File: src/rtl/dmem_port_arbiter_if.sv
// Bundle of the three requester ports and the single-port BRAM bus around dmem_port_arbiter.
// The arbiter takes the slave view; the requesters and memory together take the master view.
interface dmem_port_arbiter_if #(
    parameter int ADDR_BITS  = 12,
    parameter int DATA_WIDTH = 32
);
    logic                  s_req;
    logic [3:0]            s_we;
    logic [ADDR_BITS-1:0]  s_addr;
    logic [DATA_WIDTH-1:0] s_wdata;
    logic                  s_gnt;
    logic                  s_rvalid;
    logic [DATA_WIDTH-1:0] s_rdata;

    logic                  v_req;
    logic                  v_we;
    logic [ADDR_BITS-1:0]  v_addr0, v_addr1, v_addr2, v_addr3;
    logic [DATA_WIDTH-1:0] v_wdata0, v_wdata1, v_wdata2, v_wdata3;
    logic                  v_gnt;
    logic                  v_done;
    logic [DATA_WIDTH-1:0] v_rdata0, v_rdata1, v_rdata2, v_rdata3;

    logic                  c_req;
    logic [3:0]            c_we;
    logic [ADDR_BITS-1:0]  c_addr;
    logic [DATA_WIDTH-1:0] c_wdata;
    logic                  c_gnt;
    logic                  c_rvalid;
    logic [DATA_WIDTH-1:0] c_rdata;

    logic [ADDR_BITS-1:0]  mem_addr;
    logic [3:0]            mem_we;
    logic [DATA_WIDTH-1:0] mem_wdata;
    logic [DATA_WIDTH-1:0] mem_rdata;

    modport slave (
        input  s_req, s_we, s_addr, s_wdata,
        output s_gnt, s_rvalid, s_rdata,
        input  v_req, v_we, v_addr0, v_addr1, v_addr2, v_addr3,
        input  v_wdata0, v_wdata1, v_wdata2, v_wdata3,
        output v_gnt, v_done, v_rdata0, v_rdata1, v_rdata2, v_rdata3,
        input  c_req, c_we, c_addr, c_wdata,
        output c_gnt, c_rvalid, c_rdata,
        output mem_addr, mem_we, mem_wdata,
        input  mem_rdata
    );

    modport master (
        output s_req, s_we, s_addr, s_wdata,
        input  s_gnt, s_rvalid, s_rdata,
        output v_req, v_we, v_addr0, v_addr1, v_addr2, v_addr3,
        output v_wdata0, v_wdata1, v_wdata2, v_wdata3,
        input  v_gnt, v_done, v_rdata0, v_rdata1, v_rdata2, v_rdata3,
        output c_req, c_we, c_addr, c_wdata,
        input  c_gnt, c_rvalid, c_rdata,
        input  mem_addr, mem_we, mem_wdata,
        output mem_rdata
    );
endinterface

File: src/rtl/dmem_port_arbiter.sv
// Round-robin arbiter for the data memory port: scalar core, 4-lane vector path, protocol window.
// Vector bursts are unrolled into four consecutive single-word accesses.
//
// state  | meaning
// IDLE   | arbitrate; at most one grant per cycle (S/C single access, V lane 0)
// VBURST | issue vector lanes 1..3 from latched address/data; no grants
module dmem_port_arbiter #(
    parameter int ADDR_BITS  = 12,
    parameter int DATA_WIDTH = 32
) (
    input logic                clk,
    input logic                nrst,
    dmem_port_arbiter_if.slave bus
);
    typedef enum logic {IDLE = 1'b0, VBURST = 1'b1} state_t;

    localparam logic [1:0] SRC_S = 2'd0;
    localparam logic [1:0] SRC_V = 2'd1;
    localparam logic [1:0] SRC_C = 2'd2;

    state_t                state, state_nxt;
    logic [1:0]            lane;
    logic [1:0]            last_src;
    logic                  gnt_s, gnt_v, gnt_c;

    logic [ADDR_BITS-1:0]  lat_addr1, lat_addr2, lat_addr3;
    logic [DATA_WIDTH-1:0] lat_wdata1, lat_wdata2, lat_wdata3;
    logic                  lat_we;

    logic                  iss_valid, iss_rd;
    logic [1:0]            iss_src, iss_lane;
    logic                  tag_valid, tag_rd;
    logic [1:0]            tag_src, tag_lane;

    logic [DATA_WIDTH-1:0] stage0, stage1, stage2;
    logic [DATA_WIDTH-1:0] hold0, hold1, hold2, hold3;
    logic                  s_ret, c_ret, v_fin, v_fin_rd;

    always_ff @(posedge clk or negedge nrst) begin
        if (!nrst) state <= IDLE;
        else       state <= state_nxt;
    end

    always_comb begin
        state_nxt = state;
        case (state)
            IDLE:    if (gnt_v) state_nxt = VBURST;
            VBURST:  if (lane == 2'd3) state_nxt = IDLE;
            default: state_nxt = IDLE;
        endcase
    end

    // Grants are held off while reset is asserted so the memory port is quiet immediately.
    always_comb begin
        gnt_s = 1'b0;
        gnt_v = 1'b0;
        gnt_c = 1'b0;
        if (nrst && state == IDLE) begin
            case (last_src)
                SRC_S: begin
                    if (bus.v_req)      gnt_v = 1'b1;
                    else if (bus.c_req) gnt_c = 1'b1;
                    else if (bus.s_req) gnt_s = 1'b1;
                end
                SRC_V: begin
                    if (bus.c_req)      gnt_c = 1'b1;
                    else if (bus.s_req) gnt_s = 1'b1;
                    else if (bus.v_req) gnt_v = 1'b1;
                end
                default: begin
                    if (bus.s_req)      gnt_s = 1'b1;
                    else if (bus.v_req) gnt_v = 1'b1;
                    else if (bus.c_req) gnt_c = 1'b1;
                end
            endcase
        end

        bus.mem_addr  = '0;
        bus.mem_we    = '0;
        bus.mem_wdata = '0;
        iss_valid     = 1'b0;
        iss_rd        = 1'b0;
        iss_src       = SRC_S;
        iss_lane      = 2'd0;
        if (gnt_s) begin
            bus.mem_addr  = bus.s_addr;
            bus.mem_we    = bus.s_we;
            bus.mem_wdata = bus.s_wdata;
            iss_valid     = 1'b1;
            iss_rd        = (bus.s_we == 4'h0);
        end else if (gnt_c) begin
            bus.mem_addr  = bus.c_addr;
            bus.mem_we    = bus.c_we;
            bus.mem_wdata = bus.c_wdata;
            iss_valid     = 1'b1;
            iss_rd        = (bus.c_we == 4'h0);
            iss_src       = SRC_C;
        end else if (gnt_v) begin
            bus.mem_addr  = bus.v_addr0;
            bus.mem_we    = {4{bus.v_we}};
            bus.mem_wdata = bus.v_wdata0;
            iss_valid     = 1'b1;
            iss_rd        = !bus.v_we;
            iss_src       = SRC_V;
        end else if (state == VBURST) begin
            case (lane)
                2'd1: begin
                    bus.mem_addr  = lat_addr1;
                    bus.mem_wdata = lat_wdata1;
                end
                2'd2: begin
                    bus.mem_addr  = lat_addr2;
                    bus.mem_wdata = lat_wdata2;
                end
                default: begin
                    bus.mem_addr  = lat_addr3;
                    bus.mem_wdata = lat_wdata3;
                end
            endcase
            bus.mem_we = {4{lat_we}};
            iss_valid  = 1'b1;
            iss_rd     = !lat_we;
            iss_src    = SRC_V;
            iss_lane   = lane;
        end
    end

    always_ff @(posedge clk or negedge nrst) begin
        if (!nrst) begin
            lane       <= 2'd0;
            last_src   <= SRC_C;
            lat_addr1  <= '0;
            lat_addr2  <= '0;
            lat_addr3  <= '0;
            lat_wdata1 <= '0;
            lat_wdata2 <= '0;
            lat_wdata3 <= '0;
            lat_we     <= 1'b0;
        end else begin
            if (gnt_s)      last_src <= SRC_S;
            else if (gnt_v) last_src <= SRC_V;
            else if (gnt_c) last_src <= SRC_C;

            if (gnt_v) begin
                lane       <= 2'd1;
                lat_addr1  <= bus.v_addr1;
                lat_addr2  <= bus.v_addr2;
                lat_addr3  <= bus.v_addr3;
                lat_wdata1 <= bus.v_wdata1;
                lat_wdata2 <= bus.v_wdata2;
                lat_wdata3 <= bus.v_wdata3;
                lat_we     <= bus.v_we;
            end else if (state == VBURST) begin
                lane <= lane + 2'd1;
            end
        end
    end

    // The tag follows each access by one cycle, matching the BRAM read latency.
    always_ff @(posedge clk or negedge nrst) begin
        if (!nrst) begin
            tag_valid <= 1'b0;
            tag_rd    <= 1'b0;
            tag_src   <= SRC_S;
            tag_lane  <= 2'd0;
        end else begin
            tag_valid <= iss_valid;
            tag_rd    <= iss_rd;
            tag_src   <= iss_src;
            tag_lane  <= iss_lane;
        end
    end

    // Lanes 0..2 are staged so the visible vector result only changes on v_done.
    always_ff @(posedge clk or negedge nrst) begin
        if (!nrst) begin
            stage0 <= '0;
            stage1 <= '0;
            stage2 <= '0;
            hold0  <= '0;
            hold1  <= '0;
            hold2  <= '0;
            hold3  <= '0;
        end else if (tag_valid && tag_rd && tag_src == SRC_V) begin
            case (tag_lane)
                2'd0: stage0 <= bus.mem_rdata;
                2'd1: stage1 <= bus.mem_rdata;
                2'd2: stage2 <= bus.mem_rdata;
                default: begin
                    hold0 <= stage0;
                    hold1 <= stage1;
                    hold2 <= stage2;
                    hold3 <= bus.mem_rdata;
                end
            endcase
        end
    end

    assign s_ret    = tag_valid && tag_rd && (tag_src == SRC_S);
    assign c_ret    = tag_valid && tag_rd && (tag_src == SRC_C);
    assign v_fin    = tag_valid && (tag_src == SRC_V) && (tag_lane == 2'd3);
    assign v_fin_rd = v_fin && tag_rd;

    assign bus.s_gnt    = gnt_s;
    assign bus.c_gnt    = gnt_c;
    assign bus.v_gnt    = gnt_v;
    assign bus.s_rvalid = s_ret;
    assign bus.c_rvalid = c_ret;
    assign bus.s_rdata  = s_ret ? bus.mem_rdata : '0;
    assign bus.c_rdata  = c_ret ? bus.mem_rdata : '0;
    assign bus.v_done   = v_fin;
    assign bus.v_rdata0 = v_fin_rd ? stage0 : hold0;
    assign bus.v_rdata1 = v_fin_rd ? stage1 : hold1;
    assign bus.v_rdata2 = v_fin_rd ? stage2 : hold2;
    assign bus.v_rdata3 = v_fin_rd ? bus.mem_rdata : hold3;
endmodule

File: src/flat_wrapper.sv
// flat-port wrapper written by rule: the top's interface ports become plain ports
module dmem_port_arbiter_flat 
#(
    parameter int ADDR_BITS  = 12,
    parameter int DATA_WIDTH = 32
)
  (clk, nrst, bus_s_req, bus_s_we, bus_s_addr, bus_s_wdata, bus_s_gnt, bus_s_rvalid, bus_s_rdata, bus_v_req, bus_v_we, bus_v_addr0, bus_v_addr1, bus_v_addr2, bus_v_addr3, bus_v_wdata0, bus_v_wdata1, bus_v_wdata2, bus_v_wdata3, bus_v_gnt, bus_v_done, bus_v_rdata0, bus_v_rdata1, bus_v_rdata2, bus_v_rdata3, bus_c_req, bus_c_we, bus_c_addr, bus_c_wdata, bus_c_gnt, bus_c_rvalid, bus_c_rdata, bus_mem_addr, bus_mem_we, bus_mem_wdata, bus_mem_rdata);
  dmem_port_arbiter_if #(.ADDR_BITS(ADDR_BITS), .DATA_WIDTH(DATA_WIDTH)) bus_i ();
  input logic clk;
  input logic nrst;
  input wire logic [$bits(bus_i.s_req)-1:0] bus_s_req;
  input wire logic [$bits(bus_i.s_we)-1:0] bus_s_we;
  input wire logic [$bits(bus_i.s_addr)-1:0] bus_s_addr;
  input wire logic [$bits(bus_i.s_wdata)-1:0] bus_s_wdata;
  output wire logic [$bits(bus_i.s_gnt)-1:0] bus_s_gnt;
  output wire logic [$bits(bus_i.s_rvalid)-1:0] bus_s_rvalid;
  output wire logic [$bits(bus_i.s_rdata)-1:0] bus_s_rdata;
  input wire logic [$bits(bus_i.v_req)-1:0] bus_v_req;
  input wire logic [$bits(bus_i.v_we)-1:0] bus_v_we;
  input wire logic [$bits(bus_i.v_addr0)-1:0] bus_v_addr0;
  input wire logic [$bits(bus_i.v_addr1)-1:0] bus_v_addr1;
  input wire logic [$bits(bus_i.v_addr2)-1:0] bus_v_addr2;
  input wire logic [$bits(bus_i.v_addr3)-1:0] bus_v_addr3;
  input wire logic [$bits(bus_i.v_wdata0)-1:0] bus_v_wdata0;
  input wire logic [$bits(bus_i.v_wdata1)-1:0] bus_v_wdata1;
  input wire logic [$bits(bus_i.v_wdata2)-1:0] bus_v_wdata2;
  input wire logic [$bits(bus_i.v_wdata3)-1:0] bus_v_wdata3;
  output wire logic [$bits(bus_i.v_gnt)-1:0] bus_v_gnt;
  output wire logic [$bits(bus_i.v_done)-1:0] bus_v_done;
  output wire logic [$bits(bus_i.v_rdata0)-1:0] bus_v_rdata0;
  output wire logic [$bits(bus_i.v_rdata1)-1:0] bus_v_rdata1;
  output wire logic [$bits(bus_i.v_rdata2)-1:0] bus_v_rdata2;
  output wire logic [$bits(bus_i.v_rdata3)-1:0] bus_v_rdata3;
  input wire logic [$bits(bus_i.c_req)-1:0] bus_c_req;
  input wire logic [$bits(bus_i.c_we)-1:0] bus_c_we;
  input wire logic [$bits(bus_i.c_addr)-1:0] bus_c_addr;
  input wire logic [$bits(bus_i.c_wdata)-1:0] bus_c_wdata;
  output wire logic [$bits(bus_i.c_gnt)-1:0] bus_c_gnt;
  output wire logic [$bits(bus_i.c_rvalid)-1:0] bus_c_rvalid;
  output wire logic [$bits(bus_i.c_rdata)-1:0] bus_c_rdata;
  output wire logic [$bits(bus_i.mem_addr)-1:0] bus_mem_addr;
  output wire logic [$bits(bus_i.mem_we)-1:0] bus_mem_we;
  output wire logic [$bits(bus_i.mem_wdata)-1:0] bus_mem_wdata;
  input wire logic [$bits(bus_i.mem_rdata)-1:0] bus_mem_rdata;
  assign bus_i.s_req = bus_s_req;
  assign bus_i.s_we = bus_s_we;
  assign bus_i.s_addr = bus_s_addr;
  assign bus_i.s_wdata = bus_s_wdata;
  assign bus_s_gnt = bus_i.s_gnt;
  assign bus_s_rvalid = bus_i.s_rvalid;
  assign bus_s_rdata = bus_i.s_rdata;
  assign bus_i.v_req = bus_v_req;
  assign bus_i.v_we = bus_v_we;
  assign bus_i.v_addr0 = bus_v_addr0;
  assign bus_i.v_addr1 = bus_v_addr1;
  assign bus_i.v_addr2 = bus_v_addr2;
  assign bus_i.v_addr3 = bus_v_addr3;
  assign bus_i.v_wdata0 = bus_v_wdata0;
  assign bus_i.v_wdata1 = bus_v_wdata1;
  assign bus_i.v_wdata2 = bus_v_wdata2;
  assign bus_i.v_wdata3 = bus_v_wdata3;
  assign bus_v_gnt = bus_i.v_gnt;
  assign bus_v_done = bus_i.v_done;
  assign bus_v_rdata0 = bus_i.v_rdata0;
  assign bus_v_rdata1 = bus_i.v_rdata1;
  assign bus_v_rdata2 = bus_i.v_rdata2;
  assign bus_v_rdata3 = bus_i.v_rdata3;
  assign bus_i.c_req = bus_c_req;
  assign bus_i.c_we = bus_c_we;
  assign bus_i.c_addr = bus_c_addr;
  assign bus_i.c_wdata = bus_c_wdata;
  assign bus_c_gnt = bus_i.c_gnt;
  assign bus_c_rvalid = bus_i.c_rvalid;
  assign bus_c_rdata = bus_i.c_rdata;
  assign bus_mem_addr = bus_i.mem_addr;
  assign bus_mem_we = bus_i.mem_we;
  assign bus_mem_wdata = bus_i.mem_wdata;
  assign bus_i.mem_rdata = bus_mem_rdata;
  dmem_port_arbiter #(.ADDR_BITS(ADDR_BITS), .DATA_WIDTH(DATA_WIDTH)) u_core (.clk(clk), .nrst(nrst), .bus(bus_i));
endmodule
File: config.mk
export PLATFORM = sky130hd
export DESIGN_NAME = dmem_port_arbiter_flat
export DESIGN_NICKNAME = d
export VERILOG_FILES = /design/src/rtl/dmem_port_arbiter_if.sv /design/src/rtl/dmem_port_arbiter.sv /design/src/flat_wrapper.sv
export SDC_FILE = /design/constraint.sdc
export NUM_CORES = 1
export LEC_CHECK = 0
export ABC_AREA = 1
export CAP_MARGIN = 20
export CORE_AREA = 2 2 216 218
export DETAILED_ROUTE_END_ITERATION = 8
export DIE_AREA = 0 0 218 220
export PLACE_DENSITY = 0.64
export RECOVER_POWER = 50
export SLEW_MARGIN = 40
export SYNTH_ARGS = -nofsm -noshare
export SYNTH_HDL_FRONTEND = slang
export SYNTH_SLANG_ARGS = --single-unit
File: constraint.sdc
create_clock -name clk -period 4.6 [get_ports clk]
set_input_delay 0.92 -clock clk [delete_from_list [all_inputs] [get_ports clk]]
set_output_delay 0.92 -clock clk [all_outputs]
set_load 0.05 [all_outputs]
Word level (Yosys, flattened, before mapping)
Cells that the tools add are included.

storage, ports and cells
  register bits = 368
  latch bits = 0
  bits in writable memories = 0
  bits in read-only memories = 0
  input port bits = 310
  output and inout port bits = 246
  word-level logic and storage cells = 114
  memories kept = 0

cells by class
  add/subtract/negate cells = 1
  $mul = 0
  divide/modulo/power cells = 0
  magnitude comparators = 0
  equality and inequality tests = 9
  shift-type cells = 0
  mux-type cells = 59
  bitwise operators = 2
  reductions and logical operators = 22

operators by type and width
  cell                                           count
  two-way mux 32 bit                             10
  case mux 32 bit (2 select lines)               1
  two-way mux 12 bit                             4
  two-way mux 2 bit                              12
  case mux 12 bit (2 select lines)               1
  two-way mux 1 bit                              23
  two-way mux 4 bit                              4
  == test 2 bit, second input constant           5
  == test 2 x 1 -> 1 bit, second input constant  4
  logical AND 1 bit                              8
  logical NOT 4 bit                              2
  case mux 1 bit (2 select lines)                4
  AND reduction 2 bit                            4
  logical NOT 2 bit                              3
  nonzero test 3 bit                             1
  OR reduction 3 bit                             1
  adder 2 x 1 -> 2 bit, second input constant    1
  logical NOT 1 bit                              2
  inverter 1 bit                                 2
  nonzero test 2 bit                             1

Depth between registers and ports, before layout
Gate-level depths: netlist of run 1.

  depth in word-level cells = 8
  gate-level depth with buffers = 10
  mapped depth without buffers = 8

Least setup slack after synthesis of run 1
OpenSTA, ideal clock, no wires.

  path type = register to output
  from = register u_core.tag_rd
  to = output port bus_s_rdata[10]
  data arrival time = 2.813 ns
  data required time = 3.680 ns
  slack = 0.867 ns
  cell stages (with the launch flop) = 7
  path buffers = 2
  path through = dfrtp_1 > buf_2 > nand2_1 > nor3_1 > inv_1 > clkbuf_1 > nor2_1

between the ends
  word-level cells in the longest chain between the ends = 3

RTL lines
  item                             RTL line                  source
  start, declared                  dmem_port_arbiter.sv:32   logic tag_valid, tag_rd;
  start signal, assigned           dmem_port_arbiter.sv:168  tag_rd <= iss_rd;
  logical AND 1 bit (2 in series)  dmem_port_arbiter.sv:199  assign s_ret = tag_valid && tag_rd && (tag_src == SRC_S);
  via bus_s_rvalid                 flat_wrapper.sv:16        output wire logic [$bits(bus_i.s_rvalid)-1:0] bus_s_rvalid;
  two-way mux 32 bit               dmem_port_arbiter.sv:209  assign bus.s_rdata = s_ret ? bus.mem_rdata : '0;
  end, declared                    flat_wrapper.sv:17        output wire logic [$bits(bus_i.s_rdata)-1:0] bus_s_rdata;

The timed path passes the listed nets, and every way through them passes these cells.

Worst setup path in the final report of run 1
  from = register u_core.tag_lane[1]
  to = output port bus_v_rdata0[8]

between the ends
  word-level cells in the longest chain between the ends = 4

RTL lines
  item                    RTL line                  source
  start, declared         dmem_port_arbiter.sv:33   logic [1:0] tag_src, tag_lane;
  start signal, assigned  dmem_port_arbiter.sv:170  tag_lane <= iss_lane;
  == test 2 bit           dmem_port_arbiter.sv:201  assign v_fin = tag_valid && (tag_src == SRC_V) && (tag_lane == 2'd3);
  logical AND 1 bit       dmem_port_arbiter.sv:201
  logical AND 1 bit       dmem_port_arbiter.sv:202  assign v_fin_rd = v_fin && tag_rd;
  two-way mux 32 bit      dmem_port_arbiter.sv:212  assign bus.v_rdata0 = v_fin_rd ? stage0 : hold0;
  end, declared           flat_wrapper.sv:30        output wire logic [$bits(bus_i.v_rdata0)-1:0] bus_v_rdata0;

Every way passes these cells.

==> reports/metrics.yaml, run 1 <==
core_sq_mm: 0.04586
tritoncts: "done"
tns_ps: 0
cts-root-buf: "clkbuf_16"
grt_use_total_pct: 25.48
wl_mm: 62.59
multiInputGateArea_sq_mm: 0.006988
slew_viol_final: 115
path_clk_slew_ps: 60
final_cell_mix: "963 x nand2_1, 503 x clkdlybuf4s50_1, 366 x dfrtp_1"
vias: 16868
end_kind: "output port"
cp-start-kind: "flip-flop"
drc: 0
synthToLayoutAreaGrowth_pct: 47.92
period_share_pct: 89.95
cp-endpoint: "bus_v_rdata0[8]"
io-pin-count: 556
finalCriticalPeriod_ps: 4138
leakagePower_nw: 12.58
seqCellArea_sq_mm: 0.009214
avgSynthCellArea_sq_um: 7.647
synth_area_sq_mm: 0.01695
die_x_microns: 218
worst-setup-path-type: "reg2out"
status: "complete, but fails checks"
clk_latency_ps: 550
yosysSeqAreaShare_pct: 54.33
cp.arrival_ps: 3220
fin_nets: 3019
yosys_warnings: 0
power_density_mw_per_mm2: 747.9
worst_r2r_startpoint: "u_core.state"
antenna_found_initial: 16
wl_per_cell_microns: 18.62
dieArea_sq_mm: 0.04796
worst_slack_ps: 462.2
violations: "capacitance limit, slew limit"
postCtsHoldBufs: 0
worst_pin_slew_ps: 1578
reg2reg_depth: 10
drv_cap: 2
first_iter_violations: 1479
cts_made_buffers: 41
place_hpwl_mm: 44.32
mostFrequentLayoutCell: "nand2_1"
ff2ff_setup_slack_ps: 1350
synth-seq-cells: 368
synth_top_area_cell: "dfrtp_1"
setup_viol: 0
synth_top_area_share_pct: 54.17
ys_types: 19
hp-class: "in2async"
clk_path_buf_depth: 3
fin_skew_ps: 10.87
cts_resized: 0
die_h_microns: 220
io_buffers: 555
max_freq_ghz: 0.2417
grt_pass1_wl_mm: 94.19
worst-path-max-fanout: 31
max-vdd-ir-drop_uv: 459.1
cp-startpoint: "u_core.tag_lane[1]"
fp-row-count: 79
total_power_mw: 18.76
pre_cts_ws_ps: 717.7
overflow: 0
crit_required_ps: 3680
slew_headroom_pct: -5.180
post_cts_buffers: 0
gp_congestion: 0.9260
vias_per_cell: 5.019
cts_sinks: 368
rsz0062_at_grt: "false"
initial_core_util_pct: 36.96
grt_pass1_vias: 16137
r2r_end: "u_core.lat_wdata1[15]"
cts_max_level: 2
hold_viol: 0
drive_gt1_share_pct: 6.175
nFillCells: 4241
grt_max_degree: 108
syn_inst: 2217
synth.area.top_cells: "dfrtp_1 54%, nand2_1 21%, nand3_1 8.4%"
syn_nets: 2530
ant_nets: 0
dr.pass1.iters: 6
kinds of logic (layout without fill, tap and decap cells):
family                     Yosys count  after routing  synth area share [%]
adders and majority gates            3              3                0.2214
AOI/OAI and AO/OA                  167            167                 4.930
other                                0             17                     0
and+or+nand+nor                   1473           1473                 35.61
buffers and inverters              206            726                 4.908
DFF                                368            368                 54.33
state kept, by name, indices dropped and copies added (netlist names), 12 cells and up:
signal	cells
u_core.stage2	32
u_core.stage0	32
u_core.hold0	32
u_core.lat_addr3	12
u_core.stage1	32
u_core.lat_addr2	12
u_core.hold1	32
u_core.lat_wdata2	32
u_core.hold2	32
u_core.lat_wdata1	32
u_core.hold3	32
u_core.lat_addr1	12
u_core.lat_wdata3	32
synth_stat cells:
library cell and number:
o21ai_0 99, buf_1 12, a21oi_1 2, o21ai_1 66, nand3_1 286, nand3_2 1
ha_1 3, dfrtp_1 367, nor3_1 1, nand2_1 968, buf_2 47, and2_0 1
nand4_1 51, inv_1 53, clkbuf_1 90, nor3_2 2, nor2_1 163, inv_2 4
dfstp_2 1
worst min path at each step:
stage / startpoint / to / slack, ps / cells after the start
after floorplan: u_core.hold0[0] / u_core.hold0[0] / 440 / 2
after global placement: u_core.hold0[26] / u_core.hold0[26] / 450 / 2
after detailed placement: u_core.hold1[25] / u_core.hold1[25] / 450 / 2
after CTS: nrst / u_core.lat_wdata2[2] / 130 / 1
after global routing: nrst / u_core.lat_wdata1[2] / 360 / 1
final: nrst / u_core.lat_wdata1[2] / 360 / 1
power breakdown:
group	internal, mW	total (mW)	switching [mW]	leakage [nW]
sequential	4.65	5.33	0.680	4.44
combinational	3.55	10.0	6.49	7.45
clock	2.06	3.39	1.33	0.683
cell type report:
type / count / area share [%]
Sequential cell: 368 / 36.74
Multi-Input combinational cell: 1643 / 27.87
Timing Repair Buffer: 595 / 25.78
Clock buffer: 67 / 5.089
Tap cell: 607 / 3.029
Inverter: 57 / 0.8682
Clock inverter: 7 / 0.4540
Antenna cell: 17 / 0.1696
worst max-delay path: stages, from the launching register on:
cell and delay [ps]:
dfrtp_1 410, nand3_1 140, nor3_4 70, nand2_4 320
clkbuf_1 580, nand2_1 140, nand2_1 160, clkdlybuf4s50_1 830
metrics by stage:
step / cell area (sq um) / instances / util, % / hold slack (ps)
floorplan: 16950 / 2217 / - / 436.7
global placement: 23610 / 3267 / 51.47 / 448.1
detailed placement: 23670 / 3269 / 51.61 / 453.0
CTS: 25060 / 3343 / 54.64 / 131.3
global route: 25070 / 3358 / 54.66 / 358.6
finish: 25080 / 3361 / 54.68 / 355.7
routing by layer:
| metal | track usage [%] | up-vias | share of wire (%) |
|---|---|---|---|
| li1 | - | 8080 | - |
| met1 | 31.85 | 8057 | 40 |
| met2 | 43.66 | 643 | 51 |
| met3 | 5.217 | 88 | 6.3 |
| met4 | 9.138 | 0 | 2.4 |
| met5 | 0 | - | 0 |
Power figures use the tool's default switching activity.
==> inputs of run 2 (changes only) <==
--- a/config.mk
+++ b/config.mk
@@ -7,11 +7,13 @@
 export LEC_CHECK = 0
 export ABC_AREA = 1
 export CAP_MARGIN = 20
-export CORE_AREA = 2 2 216 218
+export CORE_AREA = 3 3 217 219
 export DETAILED_ROUTE_END_ITERATION = 8
-export DIE_AREA = 0 0 218 220
+export DIE_AREA = 0 0 220 222
+export HOLD_SLACK_MARGIN = 0.08
 export PLACE_DENSITY = 0.64
 export RECOVER_POWER = 50
+export SETUP_SLACK_MARGIN = 0.02
 export SLEW_MARGIN = 40
 export SYNTH_ARGS = -nofsm -noshare
 export SYNTH_HDL_FRONTEND = slang
==> run 2 against run 1 <==
Effect of this change:
- the run still ends with capacitance limit, slew limit left
- highest routed layer unchanged
- fmax grew 0.49%
- core utilization is essentially flat
- count of clock-buffer cells in the layout shrank 13
- flip-flop and latch count is the same
- global-route usage is essentially flat
- sequential share of layout area grew 0.47 points
- largest cell class unchanged
- cell area shrank 1.3%
- combinational power is essentially flat
- setup slack gained 20 ps
==> reports/metrics.yaml, run 2 (synthesis gave the netlist of run 1 again) <==
setup_viol: 0  # unchanged
cts_made_buffers: 40  # was 41
finalCriticalPeriod_ps: 4118  # was 4138 ps
intPower_mw: 9.980  # was 10.26 mW
cts-root-buf: "clkbuf_16"  # unchanged
nFillCells: 4262  # was 4241
drive_gt1_share_pct: 5.562  # was 6.175%
switching_share_pct: 45.95  # was 45.29%
clk_latency_ps: 550  # about the same
fp-row-count: 78  # was 79
tritoncts: "done"  # unchanged
fin_skew_ps: 12.83  # was 10.87 ps
hold_viol: 0  # unchanged
clockPowerShare_pct: 16.9  # was 18.1%
cts_sinks: 368  # unchanged
rsz0062_at_grt: "false"  # unchanged
ff2ff_setup_slack_ps: 1660  # was 1350 ps
dieArea_sq_mm: 0.04884  # was 0.04796 sq mm
wl_mm: 63.59  # was 62.59 mm
leakagePower_nw: 12.41  # was 12.58 nW
antenna_found_initial: 12  # was 16
cp-start-kind: "flip-flop"  # unchanged
p_seq_share_pct: 29.0  # was 28.4%
cp.arrival_ps: 3200  # was 3220 ps
die_x_microns: 220  # was 218 microns
grt_max_degree: 134  # was 108
cts_max_level: 2  # unchanged
die_h_microns: 222  # was 220 microns
mostFrequentLayoutCell: "nand2_1"  # unchanged
gp_congestion: 0.9171  # was 0.9260
hp-class: "in2async"  # unchanged
core_sq_mm: 0.04528  # was 0.04586 sq mm
power_density_mw_per_mm2: 745.6  # was 747.9 mW/mm^2
period_share_pct: 89.52  # was 89.95%
final_core_util_pct: 54.68  # about the same
worst-setup-path-type: "reg2out"  # unchanged
place_hpwl_mm: 45.39  # was 44.32 mm
cts_resized: 0  # unchanged
tns_ps: 0  # unchanged
grt_pass1_vias: 16534  # was 16137
final_cell_mix: "965 x nand2_1, 503 x clkdlybuf4s50_1, 366 x dfrtp_1"  # was 963 x nand2_1, 503 x clkdlybuf4s50_1, 366 x dfrtp_1
ant_nets: 0  # unchanged
postCtsHoldBufs: 0  # unchanged
drv_cap: 4  # was 2
path_clk_slew_ps: 60  # about the same
status: "complete, but fails checks"  # unchanged
overflow: 0  # unchanged
fin_nets: 3002  # was 3019
max-vdd-ir-drop_uv: 627.1  # was 459.1 uV
crit_required_ps: 3680  # about the same
vias_per_cell: 5.050  # was 5.019
initial_core_util_pct: 37.44  # was 36.96%
worst-path-max-fanout: 22  # was 31
slew_viol_final: 278  # was 115
synthToLayoutAreaGrowth_pct: 46.07  # was 47.92%
slew_headroom_pct: -41.75  # was -5.180%
worst_pin_slew_ps: 2126  # was 1578 ps
end_kind: "output port"  # unchanged
power_switching_mw: 8.483  # was 8.494 mW
io-pin-count: 556  # unchanged
io_buffers: 555  # unchanged
violations: "capacitance limit, slew limit"  # unchanged
combPwrFrac_pct: 54.1  # was 53.5%
dr.pass1.iters: 6  # unchanged
drc: 0  # unchanged
vias: 16808  # was 16868
wl_per_cell_microns: 19.11  # was 18.62 microns
grt_pass1_wl_mm: 96.83  # was 94.19 mm
clk_path_buf_depth: 3  # unchanged
grt_use_total_pct: 25.51  # was 25.48%
first_iter_violations: 1603  # was 1479
post_cts_buffers: 0  # unchanged
max_freq_ghz: 0.2429  # was 0.2417 GHz
-- run 2: cell type report --
cell class                 instances  area (sq um)  share of cell area [%]
antenna                           13         32.53                  0.1314
clock buffer                      54          1115                   4.502
clock inverter                    14         133.9                  0.5406
inverter                          57         219.0                  0.8842
multi-input combinational       1643          6973                   28.16
sequential                       368          9214                   37.21
tap                              600         750.7                   3.032
timing repair buffer             579          6325                   25.54
-- run 2: layer usage --
| metal | vias up | global-route usage, % | routed length (microns) |
|---|---|---|---|
| li1 | 8029 | - | - |
| met1 | 8114 | 31.37 | 25270 |
| met3 | 88 | 5.632 | 4271 |
| met5 | - | 0 | 0 |
| met4 | 0 | 7.582 | 1558 |
| met2 | 577 | 44.72 | 32490 |
-- run 2: final timing paths --
check | from | to | cells after the start
min | nrst | u_core.lat_addr1[7] | 1
min in group clk | u_core.hold0[7] | u_core.hold0[7] | 2
max | u_core.tag_rd | bus_c_rdata[12] | 4
max reg2reg | u_core.tag_rd | u_core.stage1[20] | 4
max in group asynchronous | nrst | u_core.hold3[14] | 4
min reg2reg | u_core.hold0[7] | u_core.hold0[7] | 2
-- run 2: power by group through the flow --
stage                     Clock (mW)  Sequential (mW)  Combinational [mW]
final                           3.12             5.35                9.99
after global routing            3.33             5.50                10.7
after CTS                       3.19             5.33                10.1
after detailed placement           0             5.36                10.1
after global placement             0             5.32                9.92
after floorplan                    0             5.16                6.09
-- run 2: worst max-delay path, stage by stage, from the launching register on --
cell             delay (ps)
dfrtp_4                 550
nand4_1                 550
buf_4                   460
nor2_1                  210
clkdlybuf4s50_1         840
-- run 2: per-stage QoR --
stage	setup WS, ps	hold slack (ps)	area, sq um	std cells	power [mW]
after floorplan	866.7	436.7	16950	2217	11.25
after global placement	786.4	448.1	23480	3246	15.24
after detailed placement	789.7	452.9	23540	3247	15.42
after CTS	441.5	135.8	24790	3315	18.62
after global routing	277.5	418.0	24760	3328	19.55
final	482.2	442.2	24760	3328	18.46
==> inputs of run 3 (changes only) <==
--- a/config.mk
+++ b/config.mk
@@ -10,6 +10,7 @@
 export CORE_AREA = 3 3 217 219
 export DETAILED_ROUTE_END_ITERATION = 8
 export DIE_AREA = 0 0 220 222
+export GPL_TIMING_DRIVEN = 0
 export HOLD_SLACK_MARGIN = 0.08
 export PLACE_DENSITY = 0.64
 export RECOVER_POWER = 50
==> run 3 against run 2 <==
Effect of this change:
- critical path depth rose by 4
- register-to-register slack improved by 690 ps
- core utilization fell by 0.20 points
- the flow still finishes with violations (capacitance limit, slew limit)
- flip-flop and latch count did not move
==> reports/metrics.yaml, run 3 (synthesis gave the netlist of run 1 again) <==
crit_required_ps: 3680  # about the same
post_cts_buffers: 0  # unchanged
violations: "capacitance limit, slew limit"  # unchanged
fin_skew_ps: 10.02  # was 12.83 ps
dr.pass1.iters: 7  # was 6
hold_viol: 0  # unchanged
cts_max_level: 2  # unchanged
die_h_microns: 222  # unchanged
cp-startpoint: "u_core.tag_src[0]"  # was u_core.tag_rd
slew_viol_final: 244  # was 278
vias_per_cell: 5.040  # was 5.050
status: "complete, but fails checks"  # unchanged
cp.arrival_ps: 3440  # was 3200 ps
worst_pin_slew_ps: 3265  # was 2126 ps
final_cells: 3464  # was 3328
vias: 17457  # was 16808
grt_pass1_wl_mm: 103.1  # was 96.83 mm
initial_core_util_pct: 37.44  # unchanged
drive_gt1_share_pct: 5.893  # was 5.562%
antenna_found_initial: 13  # was 12
leakagePower_nw: 12.40  # was 12.41 nW
core_sq_mm: 0.04528  # unchanged
max-vdd-ir-drop_uv: 464.8  # was 627.1 uV
slew_headroom_pct: -117.7  # was -41.75%
setup_viol: 0  # unchanged
die_x_microns: 220  # unchanged
fp-row-count: 78  # unchanged
grt_pass1_vias: 17331  # was 16534
period_share_pct: 94.74  # was 89.52%
tns_ps: 0  # unchanged
hp-class: "in2async"  # unchanged
cts_made_buffers: 41  # was 40
final_cell_mix: "968 x nand2_1, 503 x clkdlybuf4s50_1, 367 x dfrtp_1"  # was 965 x nand2_1, 503 x clkdlybuf4s50_1, 366 x dfrtp_1
io-pin-count: 556  # unchanged
wl_per_cell_microns: 20.00  # was 19.11 microns
end_kind: "output port"  # unchanged
mostFrequentLayoutCell: "nand2_1"  # unchanged
grt_use_total_pct: 27.67  # was 25.51%
drv_cap: 4  # unchanged
gp_congestion: 0.9251  # was 0.9171
postCtsHoldBufs: 0  # unchanged
grt_max_degree: 77  # was 134
rsz0062_at_grt: "false"  # unchanged
io_buffers: 555  # unchanged
clk_latency_ps: 550  # about the same
overflow: 0  # unchanged
cts_sinks: 368  # unchanged
tritoncts: "done"  # unchanged
drc: 0  # unchanged
worst_r2r_startpoint: "u_core.tag_src[0]"  # was u_core.tag_rd
cp-start-kind: "flip-flop"  # unchanged
ant_nets: 0  # unchanged
wl_mm: 69.28  # was 63.59 mm
clk_path_buf_depth: 3  # unchanged
fin_worst_hold_slack_ps: 261.1  # was 442.2 ps
fin_nets: 3135  # was 3002
path_clk_slew_ps: 60  # about the same
synthToLayoutAreaGrowth_pct: 45.52  # was 46.07%
final_core_util_pct: 54.48  # was 54.68%
power_density_mw_per_mm2: 720.7  # was 745.6 mW/mm^2
cts-root-buf: "clkbuf_16"  # unchanged
placed_cells: 3378  # was 3247
first_iter_violations: 1479  # was 1603
worst-path-max-fanout: 10  # was 22
finalCriticalPeriod_ps: 4358  # was 4118 ps
nFillCells: 4372  # was 4262
max_freq_ghz: 0.2295  # was 0.2429 GHz
worst-setup-path-type: "reg2out"  # unchanged
place_hpwl_mm: 54.05  # was 45.39 mm
dieArea_sq_mm: 0.04884  # unchanged
==> run 3: final timing paths <==
path,end,slack [ps],cells past startpoint
setup / recovery,bus_v_rdata1[12],240,8
hold / removal,u_core.stage2[30],260,1
setup reg to reg,u_core.hold1[12],2350,7
hold reg to reg,u_core.hold0[6],460,2
max in group asynchronous,u_core.hold3[13],920,2
min in group clk,u_core.hold0[6],460,2
==> run 3: layout make-up <==
| type | count | area [sq um] | area share (%) |
|---|---|---|---|
| inverters | 57 | 214.0 | 0.8673 |
| clock buffers | 62 | 1205 | 4.884 |
| well taps | 600 | 750.7 | 3.043 |
| clock inverters | 10 | 85.08 | 0.3449 |
| plain buffers | 149 | 616.8 | 2.500 |
| diodes | 13 | 32.53 | 0.1319 |
| flip-flops and latches | 368 | 9210 | 37.33 |
| multi-input cells | 1643 | 6908 | 28.00 |
| repair buffers | 562 | 5648 | 22.89 |
==> run 3: repair_timing <==
action,4_1_cts,5_1_grt
cloned,0,1
endpoints found under the setup margin,51,62
resized for setup,144,12
==> run 3: report_power, final <==
| group | total [mW] | internal (mW) | switching (mW) |
|---|---|---|---|
| Sequential | 5.35 | 4.65 | 0.699 |
| Combinational | 9.24 | 2.79 | 6.46 |
| Clock | 3.19 | 1.86 | 1.33 |
==> run 3: routing by layer <==
metal	global-route usage [%]	routed length, microns	share of wire, %
met2	50.29	35870	52
met4	9.846	2384	3.4
met5	0	0	0
met3	5.112	4589	6.6
met1	32.41	26440	38
==> run 3: worst max-delay path, stage by stage, from the launching register on <==
cell and delay (ps):
dfrtp_1 360, inv_1 80, nor3_2 610, nand2_1 170
clkbuf_1 330, clkbuf_1 360, nand2_1 170, nand2_1 80
clkdlybuf4s50_1 740
==> run 3: through the flow <==
step / instance area [sq um] / total power [mW] / setup WS, ps
3_3_place_gp: 23260 / 14.63 / -13710
3_5_place_dp: 23410 / 14.74 / -596.3
2_1_floorplan: 16950 / 11.25 / 866.7
4_1_cts: 24760 / 17.89 / 21.17
5_1_grt: 24670 / 18.82 / 26.98
6_report: 24670 / 17.78 / 241.8
